<file path="src/rtl/pipe_ctrl_pkg.sv">
// pipe_ctrl_pkg: shared types and constants for the pipeline hazard controller.
package pipe_ctrl_pkg;

    typedef enum logic [1:0] {
        RUN      = 2'd0,
        MEM_WAIT = 2'd1,
        HALT     = 2'd2
    } state_e;

    localparam int REG_ADDR_W      = 5;
    localparam int MEM_TIMEOUT_DEF = 16;

endpackage

</file>
<file path="src/rtl/pipe_hazard_ctrl_load_use_detect.sv">
// load_use_detect: flags an ID instruction reading the register a load in EX is about to write.
module load_use_detect
    import pipe_ctrl_pkg::*;
(
    input  logic [REG_ADDR_W-1:0] id_rs1,
    input  logic [REG_ADDR_W-1:0] id_rs2,
    input  logic                  id_use_rs1,
    input  logic                  id_use_rs2,
    input  logic [REG_ADDR_W-1:0] ex_rd,
    input  logic                  ex_mem_read,
    output logic                  hazard
);

    // x0 is hardwired to zero, so a load into it can never create a dependency
    assign hazard = ex_mem_read && (ex_rd != '0) &&
                    ((id_use_rs1 && (id_rs1 == ex_rd)) || (id_use_rs2 && (id_rs2 == ex_rd)));

endmodule

</file>
<file path="src/rtl/pipe_hazard_ctrl.sv">
// pipe_hazard_ctrl: stall/flush sequencer for load-use, redirect and multi-cycle memory hazards.
// Define HAZ_PERF_CNT_EN to add saturating stall/flush/load-use event counters.
module pipe_hazard_ctrl
    import pipe_ctrl_pkg::*;
#(
    parameter int MEM_TIMEOUT = MEM_TIMEOUT_DEF,
    parameter int CNT_W       = 5
) (
    input  logic                  clk,
    input  logic                  reset,
    input  logic [REG_ADDR_W-1:0] id_rs1,
    input  logic [REG_ADDR_W-1:0] id_rs2,
    input  logic                  id_use_rs1,
    input  logic                  id_use_rs2,
    input  logic [REG_ADDR_W-1:0] ex_rd,
    input  logic                  ex_mem_read,
    input  logic                  mem_mem_read,
    input  logic                  mem_mem_write,
    input  logic                  mem_branch_taken,
    input  logic                  mem_jal,
    input  logic                  dmem_ready,
    output logic                  dmem_req,
    output logic                  pc_redirect,
    output logic                  stall_pc,
    output logic                  stall_if_id,
    output logic                  stall_id_ex,
    output logic                  stall_ex_mem,
    output logic                  flush_if_id,
    output logic                  flush_id_ex,
    output logic                  flush_ex_mem,
    output logic                  flush_mem_wb,
    output logic                  mem_timeout
`ifdef HAZ_PERF_CNT_EN
    ,
    output logic [31:0]           perf_stall_cycles,
    output logic [31:0]           perf_flush_events,
    output logic [31:0]           perf_loaduse_events
`endif
);

    state_e           state_q, state_d;
    logic [CNT_W-1:0] wait_cnt_q, wait_cnt_d;
    logic             timeout_q, timeout_d;
    logic             lu_hazard, memop, redirect, lu_stall, hold_all, req;

    load_use_detect u_lud (
        .id_rs1      (id_rs1),
        .id_rs2      (id_rs2),
        .id_use_rs1  (id_use_rs1),
        .id_use_rs2  (id_use_rs2),
        .ex_rd       (ex_rd),
        .ex_mem_read (ex_mem_read),
        .hazard      (lu_hazard)
    );

    assign memop = mem_mem_read | mem_mem_write;

    always_comb begin
        state_d    = state_q;
        wait_cnt_d = wait_cnt_q;
        timeout_d  = timeout_q;
        redirect   = 1'b0;
        lu_stall   = 1'b0;
        hold_all   = 1'b0;
        req        = 1'b0;
        if (!reset) begin
            case (state_q)
                RUN: begin
                    if (memop) begin
                        req        = 1'b1;
                        hold_all   = 1'b1;
                        state_d    = MEM_WAIT;
                        wait_cnt_d = CNT_W'(1);
                    end else if (mem_branch_taken | mem_jal) begin
                        redirect = 1'b1;
                    end else begin
                        lu_stall = lu_hazard;
                    end
                end
                MEM_WAIT: begin
                    req = 1'b1;
                    if (dmem_ready) begin
                        state_d    = RUN;
                        wait_cnt_d = '0;
                    end else begin
                        hold_all = 1'b1;
                        if (wait_cnt_q == CNT_W'(MEM_TIMEOUT)) begin
                            state_d   = HALT;
                            timeout_d = 1'b1;
                        end else begin
                            wait_cnt_d = wait_cnt_q + CNT_W'(1);
                        end
                    end
                end
                HALT:    hold_all = 1'b1;
                default: state_d = RUN;
            endcase
        end
    end

    always_ff @(posedge clk) begin
        if (reset) begin
            state_q    <= RUN;
            wait_cnt_q <= '0;
            timeout_q  <= 1'b0;
        end else begin
            state_q    <= state_d;
            wait_cnt_q <= wait_cnt_d;
            timeout_q  <= timeout_d;
        end
    end

    // Reset drives NOPs into every pipeline register; the decode paths above are already idle
    assign dmem_req     = req;
    assign pc_redirect  = redirect;
    assign stall_pc     = hold_all | lu_stall;
    assign stall_if_id  = hold_all | lu_stall;
    assign stall_id_ex  = hold_all;
    assign stall_ex_mem = hold_all;
    assign flush_if_id  = reset | redirect;
    assign flush_id_ex  = reset | redirect | lu_stall;
    assign flush_ex_mem = reset | redirect;
    assign flush_mem_wb = reset | hold_all;
    assign mem_timeout  = timeout_q;

`ifdef HAZ_PERF_CNT_EN
    logic [31:0] perf_stall_q, perf_stall_d;
    logic [31:0] perf_flush_q, perf_flush_d;
    logic [31:0] perf_lu_q, perf_lu_d;

    always_comb begin
        perf_stall_d = perf_stall_q + {31'd0, stall_pc & ~&perf_stall_q};
        perf_flush_d = perf_flush_q + {31'd0, redirect & ~&perf_flush_q};
        perf_lu_d    = perf_lu_q + {31'd0, lu_stall & ~&perf_lu_q};
    end

    always_ff @(posedge clk) begin
        if (reset) begin
            perf_stall_q <= '0;
            perf_flush_q <= '0;
            perf_lu_q    <= '0;
        end else begin
            perf_stall_q <= perf_stall_d;
            perf_flush_q <= perf_flush_d;
            perf_lu_q    <= perf_lu_d;
        end
    end

    assign perf_stall_cycles   = perf_stall_q;
    assign perf_flush_events   = perf_flush_q;
    assign perf_loaduse_events = perf_lu_q;
`endif

endmodule
</file>
<file path="config.mk">
export PLATFORM = sky130hd
export DESIGN_NAME = pipe_hazard_ctrl
export DESIGN_NICKNAME = d
export VERILOG_FILES = /design/src/rtl/pipe_ctrl_pkg.sv /design/src/rtl/pipe_hazard_ctrl_load_use_detect.sv /design/src/rtl/pipe_hazard_ctrl.sv
export SDC_FILE = /design/constraint.sdc
export NUM_CORES = 1
export LEC_CHECK = 0
export ABC_CLOCK_PERIOD_IN_PS = 2550
export BUFFER_PORTS_ARGS = -buffer_cell sky130_fd_sc_hd__buf_2
export CAP_MARGIN = 20
export CORE_AREA = 8 8 55 48
export CTS_CLUSTER_DIAMETER = 150
export CTS_CLUSTER_SIZE = 40
export DETAILED_ROUTE_END_ITERATION = 8
export DIE_AREA = 0 0 63 56
export PLACE_DENSITY = 0.74
export SYNTH_ARGS = -nofsm -noshare
export SYNTH_HDL_FRONTEND = slang
export SYNTH_HIERARCHICAL = 1
export SYNTH_SLANG_ARGS = --single-unit
</file>
<file path="constraint.sdc">
create_clock -name clk -period 2.55 [get_ports clk]
set_input_delay 0.6375 -clock clk [delete_from_list [all_inputs] [get_ports clk]]
set_output_delay 0.6375 -clock clk [all_outputs]
set_load 0.02 [all_outputs]
</file>
==> metrics, run 1 <==
status completed; crit path DAT 1880 ps; fin util 55.5%; #FFs+latches synth 8; Yosys cell types 34; CTS clk-pin slew, worst paths 50 ps; startpoint types primary input; GRT overflow 0; clk_lat worst skew 250 ps; Avg Inst Size Synth 8.43 µm²; Worst Path Buf+Inv 2; CP top delay family simple AND/OR/NAND/NOR gates; CTS buffer count 3; critical path class in -> out; Die Wd 63 µm; Final min period 2520 ps; Fin. Hold Viols 0; Starting Density 41.4%; pre-CTS WS -19.4 ps; initial antenna violation count 0; 1st-pass router iterations 4; post-DR wirelength/cell 13.5 µm; vias post-DR 751; Critical Path, Cell by Cell buf_2, or4_1, o21ai_1, a21oi_2, nor3_1, o21ai_1, buf_2; Max Clk Rate 397 MHz; die footprint 3530 µm²; Synth-to-Final Area Change 34.0%; Post-DP Area 901 µm²; drt initial violations 13; Max H-tree Level 1; CP Max Fanout 3; DRC Markers 0; Finished Cell Area 982 µm²; Max Cap Viol 0; Vert. Die Dim 56 µm; pin count of the biggest net entering global routing 15; CP Capture Type output port; Rows 14; gpl congestion 0.804; Power Dens Cells 361 nW/µm²; sequential fraction of the synthesis area 21.8%; Rel. slew slack 78.1%; post-synth top area share 21.8%; hold_buf cts 0; NumNets Final 149; clk sinks 8; met2 WL 1030 µm; Final period util 98.7%; gr usage total 10.5%; Worst Setup Slack, final 34.0 ps; Worst Tran Pin Value 324 ps; Post-DRT Antenna Nets 0; setup TNS 0 ps; slowest CP cell or4_1; IO buf count 35; Worst Path Required 1910 ps; I/O Pins 36; synth warn 6; Leakage Power 0.407 nW; worst vdd ir 0.253 mV; routed wl met3 103 µm; Root Buffer clkbuf_4; mapped cell area 733 µm²; first-pass GRT wire length 3090 µm; CTS tree done; slowest stage delay, CP 520 ps; vias in the first global route 721; top post-synthesis cells by area dfxtp_1 (22%), xor2_1 (9.6%), a21oi_1 (4.1%); largest area contributor in the netlist dfxtp_1; Core ar. 1770 µm²; layout cells sized above 1 43.3%; clock skew 2.01 ps; met1 wire length 813 µm; vias per cell 5.22; Antenna diodes 0; Hold WC Path Type reg -> reg; Detailed Place HPWL 1600 µm; highest metal used met3; RSZ-0062 raised after global routing true; Total Wirelength 1950 µm; CTS Buffer Depth 2; max-slew violations 0; Synth Instances 87; Final Setup Violations 0; Syn Nets 114
[timing repair]
action                                  in CTS  in global routing
resized for setup                            1                 12
pin swaps                                    0                  7
setup buffers                                0                  0
endpoints found under the setup margin       2                  3
[worst reg2reg max path: stages (launching register included)]
cell and delay [ps]:
dfxtp_1 400, inv_1 70, ha_1 200, and4bb_4 230, a211o_1 290, a32o_1 250
[registers in the layout (all words and copies together), names as in the netlist]
register     cells
mem_timeout      1
state_q          2
wait_cnt_q       5
[routing by layer]
layer	up-vias	GRT usage [%]
met5	-	0
met4	0	1.95
li1	388	-
met3	0	4.83
met2	18	17.8
met1	345	11.6
[cells by family after synthesis]
| group | synth area share, % |
|---|---|
| buffers and inverters | 10.8 |
| AND/OR/NAND/NOR | 27.3 |
| adder cells (fa/ha/maj) | 3.41 |
| AO/OA/AOI/OAI | 23.4 |
| flip-flops | 21.8 |
| multiplexers | 1.37 |
| XOR/XNOR | 11.9 |
[report_power, final]
part           internal, W  total [W]  switching (W)
logic            0.0000555   0.000122      0.0000663
registers         0.000129   0.000135     0.00000614
clock network    0.0000539  0.0000981      0.0000441
total             0.000238   0.000355       0.000117
[layout by cell type (no fill, tap or decap), drive strengths merged]
master	count
a211oi	1
a2bb2oi	1
clkbuf	3
o21ai	6
a21oi	6
or4	3
dfxtp	8
xnor2	2
buf	37
ha	2
nor2	7
inv	6
nand4b	1
mux2i	1
nor4	3
nand3	4
a32o	1
nand2	4
o31ai	3
nand2b	1
nor3	3
xor2	8
nor3b	1
o311ai	2
o32ai	1
and4bb	1
a211o	1
a2111oi	1
or3	1
nor2b	1
[synth_stat cells (all sizes together)]
| cell type | number |
|---|---|
| nand4b | 1 |
| a211o | 1 |
| dfxtp | 8 |
| inv | 6 |
| o21ai | 6 |
| a32o | 1 |
| xor2 | 8 |
| a21oi | 6 |
| o311ai | 2 |
| nor4 | 3 |
| mux2i | 1 |
| and4bb | 1 |
| nor3 | 3 |
| or3 | 1 |
| nand2b | 1 |
| nand3 | 4 |
| xnor2 | 2 |
| or4 | 3 |
| nor3b | 1 |
| a211oi | 1 |
| ha | 2 |
| nor2b | 1 |
| o31ai | 3 |
| o32ai | 1 |
| buf | 7 |
| nor2 | 7 |
| nand2 | 4 |
| a2111oi | 1 |
| a2bb2oi | 1 |
[area by class of cell]
type | instances | area, µm²
Inverter | 6 | 22.5
Timing Repair Buffer | 37 | 224
Fill cell | 179 | 787
Sequential cell | 8 | 160
Clock buffer | 3 | 22.5
Tap cell | 24 | 30.0
Multi-Input combinational cell | 66 | 523
[path summary, 6_finish.rpt]
| kind | from | end | slack [ps] | cells after the start |
|---|---|---|---|---|
| hold / removal | mem_timeout | mem_timeout | 470 | 2 |
| hold reg to reg | mem_timeout | mem_timeout | 470 | 2 |
| setup / recovery | ex_rd[1] | flush_id_ex | 30 | 7 |
| setup reg to reg | wait_cnt_q[0] | wait_cnt_q[0] | 990 | 5 |
[stage by stage]
| step | instances | power (W) | hold slack (ps) |
|---|---|---|---|
| global placement | 141 | 0.000247 | 450 |
| detailed placement | 141 | 0.000249 | 456 |
| floorplan | 87 | 0.000210 | 458 |
| finish | 144 | 0.000355 | 470 |
| CTS | 144 | 0.000346 | 477 |
| global route | 144 | 0.000377 | 516 |
No activity file was read; power rests on OpenSTA's default activity.
==> run 2, diff against run 1 <==
--- a/config.mk
+++ b/config.mk
@@ -5,15 +5,15 @@
 export SDC_FILE = /design/constraint.sdc
 export NUM_CORES = 1
 export LEC_CHECK = 0
-export ABC_CLOCK_PERIOD_IN_PS = 2550
+export ABC_CLOCK_PERIOD_IN_PS = 2960
 export BUFFER_PORTS_ARGS = -buffer_cell sky130_fd_sc_hd__buf_2
 export CAP_MARGIN = 20
-export CORE_AREA = 8 8 55 48
+export CORE_AREA = 8 8 49 51
 export CTS_CLUSTER_DIAMETER = 150
 export CTS_CLUSTER_SIZE = 40
 export DETAILED_ROUTE_END_ITERATION = 8
-export DIE_AREA = 0 0 63 56
-export PLACE_DENSITY = 0.74
+export DIE_AREA = 0 0 57 59
+export PLACE_DENSITY = 0.81
 export SYNTH_ARGS = -nofsm -noshare
 export SYNTH_HDL_FRONTEND = slang
 export SYNTH_HIERARCHICAL = 1
==> constraint.sdc (replaced) <==
create_clock -name clk -period 2.96 [get_ports clk]
set_input_delay 0.74 -clock clk [delete_from_list [all_inputs] [get_ports clk]]
set_output_delay 0.74 -clock clk [all_outputs]
set_load 0.02 [all_outputs]
==> run 2 against run 1 <==
Against the previous run:
- via count is 1.3% higher
- total power is 18% lower
- worst hold slack worse by 8.2 ps
- sequential power is 14% lower
- largest cell class unchanged
- die area is 4.7% lower
- clock power is 18% lower
- combinational power is 23% lower
- core utilization is 0.59 points lower
- first-iteration DRC count is 31% lower
- critical path type unchanged
- global-route usage is 0.65 points higher
==> metrics, run 2 (same netlist as run 1, synthesis figures left out) <==
r2r startpoint wait_cnt_q[0]; gpl congestion 0.781; initial antenna violation count 0; number of post-CTS setup repair buffers 0; clock skew 6.59 ps; status completed; Worst Path Required 2220 ps; Antenna diodes 0; max-slew violations 0; Final Setup Violations 0; Max Clk Rate 353 MHz; startpoint types primary input; most common cell after layout, fill and taps aside buf_2; CTS clk-pin slew, worst paths 50 ps; die footprint 3360 µm²; gr usage total 11.1%; vias per cell 5.60; Power Dens Cells 321 nW/µm²; I/O Pins 36; most frequent cells in the layout buf_2 (35), dfxtp_1 (8), xor2_1 (8); CP Capture Type output port; Final min period 2840 ps; Worst Setup SP ex_rd[0]; vias in the first global route 771; CTS buffer count 3; post-DR wirelength/cell 13.8 µm; setup TNS 0 ps; Rel. slew slack 57.9%; clk sinks 8; RSZ-0062 raised after global routing false; Worst Tran Pin Value 631 ps; vias post-DR 761; pin count of the biggest net entering global routing 17; Total Wirelength 1880 µm; number of flip-flops in the largest register 5; CTS tree done; GRT overflow 0; Critical Path End stall_if_id; Rows 15; Starting Density 44.4%; 1st-pass router iterations 4; NumNets Final 148; crit path DAT 2100 ps; Crit Reg-Reg Endpoint wait_cnt_q[0]; Vert. Die Dim 59 µm; Leakage Power 0.388 nW; Root Buffer clkbuf_4; Final period util 95.8%; clk_lat worst skew 250 ps; Synth-to-Final Area Change 23.7%; Core ar. 1650 µm²; hold_buf cts 0; worst vdd ir 0.265 mV; hold slack 462 ps; Die Wd 57 µm; CTS Buffer Depth 2; IO buf count 35; Max H-tree Level 1; drt initial violations 9; Hold WC Path Type reg -> reg; Fin. Hold Viols 0; critical path class in -> out; DRC Markers 0; Post-DRT Antenna Nets 0; Detailed Place HPWL 1600 µm; reg2reg setup slack 1420 ps; layout cells sized above 1 39.5%; CP Max Fanout 3; Register-to-Register Path Depth 5; first-pass GRT wire length 3150 µm; most flop-heavy register wait_cnt_q; Max Cap Viol 0
==> run 2: changes by cell type in the layout (fill, tap and decap cells not counted) <==
cell | previous run | this run
buf_2 | 29 | 35
a21oi_1 | 4 | 5
nor4_2 | 3 | 2
nor4_1 | 0 | 1
xor2_2 | 2 | 0
buf_4 | 3 | 1
xor2_1 | 6 | 8
a21oi_2 | 2 | 1
buf_6 | 5 | 0
==> run 2: layer usage <==
| layer | GRT usage (%) | wire length, µm |
|---|---|---|
| met5 | 0 | 0 |
| met2 | 22.5 | 1070 |
| met3 | 3.43 | 62 |
| met1 | 11.3 | 745 |
| met4 | 0 | 0 |
==> run 2: power breakdown <==
group / internal [W] / total [W] / switching, W
clock network: 0.0000462 / 0.0000802 / 0.0000341
registers: 0.000111 / 0.000116 / 0.00000530
logic: 0.0000406 / 0.0000942 / 0.0000536
==> run 2: cell type report <==
class,instances,area (µm²)
timing repair buffer,36,183
multi-input combinational,66,498
clock buffer,3,22.5
tap,17,21.3
inverter,6,22.5
sequential,8,160
fill,154,744
==> run 2: what timing repair did <==
item,in CTS,in global routing
resized for setup,0,1
endpoints found under the setup margin,0,1
hold endpoints to repair,0,0
==> run 2: how the worst min path moves through the flow <==
stage                     cells after the start       endpoint     startpoint  slack (ps)
after CTS                                     2    mem_timeout    mem_timeout         470
final                                         2    mem_timeout    mem_timeout         460
after global placement                        2    mem_timeout    mem_timeout         450
after floorplan                               2  wait_cnt_q[4]  wait_cnt_q[4]         460
after detailed placement                      2    mem_timeout    mem_timeout         460
after global routing                          2    mem_timeout    mem_timeout         500
==> run 2: per-stage QoR <==
stage	worst slack (ps)	instances	area [µm²]	total power [W]	utilization, %
after floorplan	91.6	87	733	0.000180	-
after global placement	162	133	881	0.000210	53.3
after detailed placement	97.8	133	881	0.000213	53.3
after CTS	98.3	136	903	0.000295	54.7
after global routing	42.0	136	907	0.000309	54.9
final	124	136	907	0.000291	54.9
==> run 2: worst max-delay path, cell delays in order <==
cell and delay [ps]:
buf_2 120, xor2_1 170, nor4_2 280, nand3_1 130
a21oi_2 180, nand3_1 90, a21oi_1 190, buf_2 200
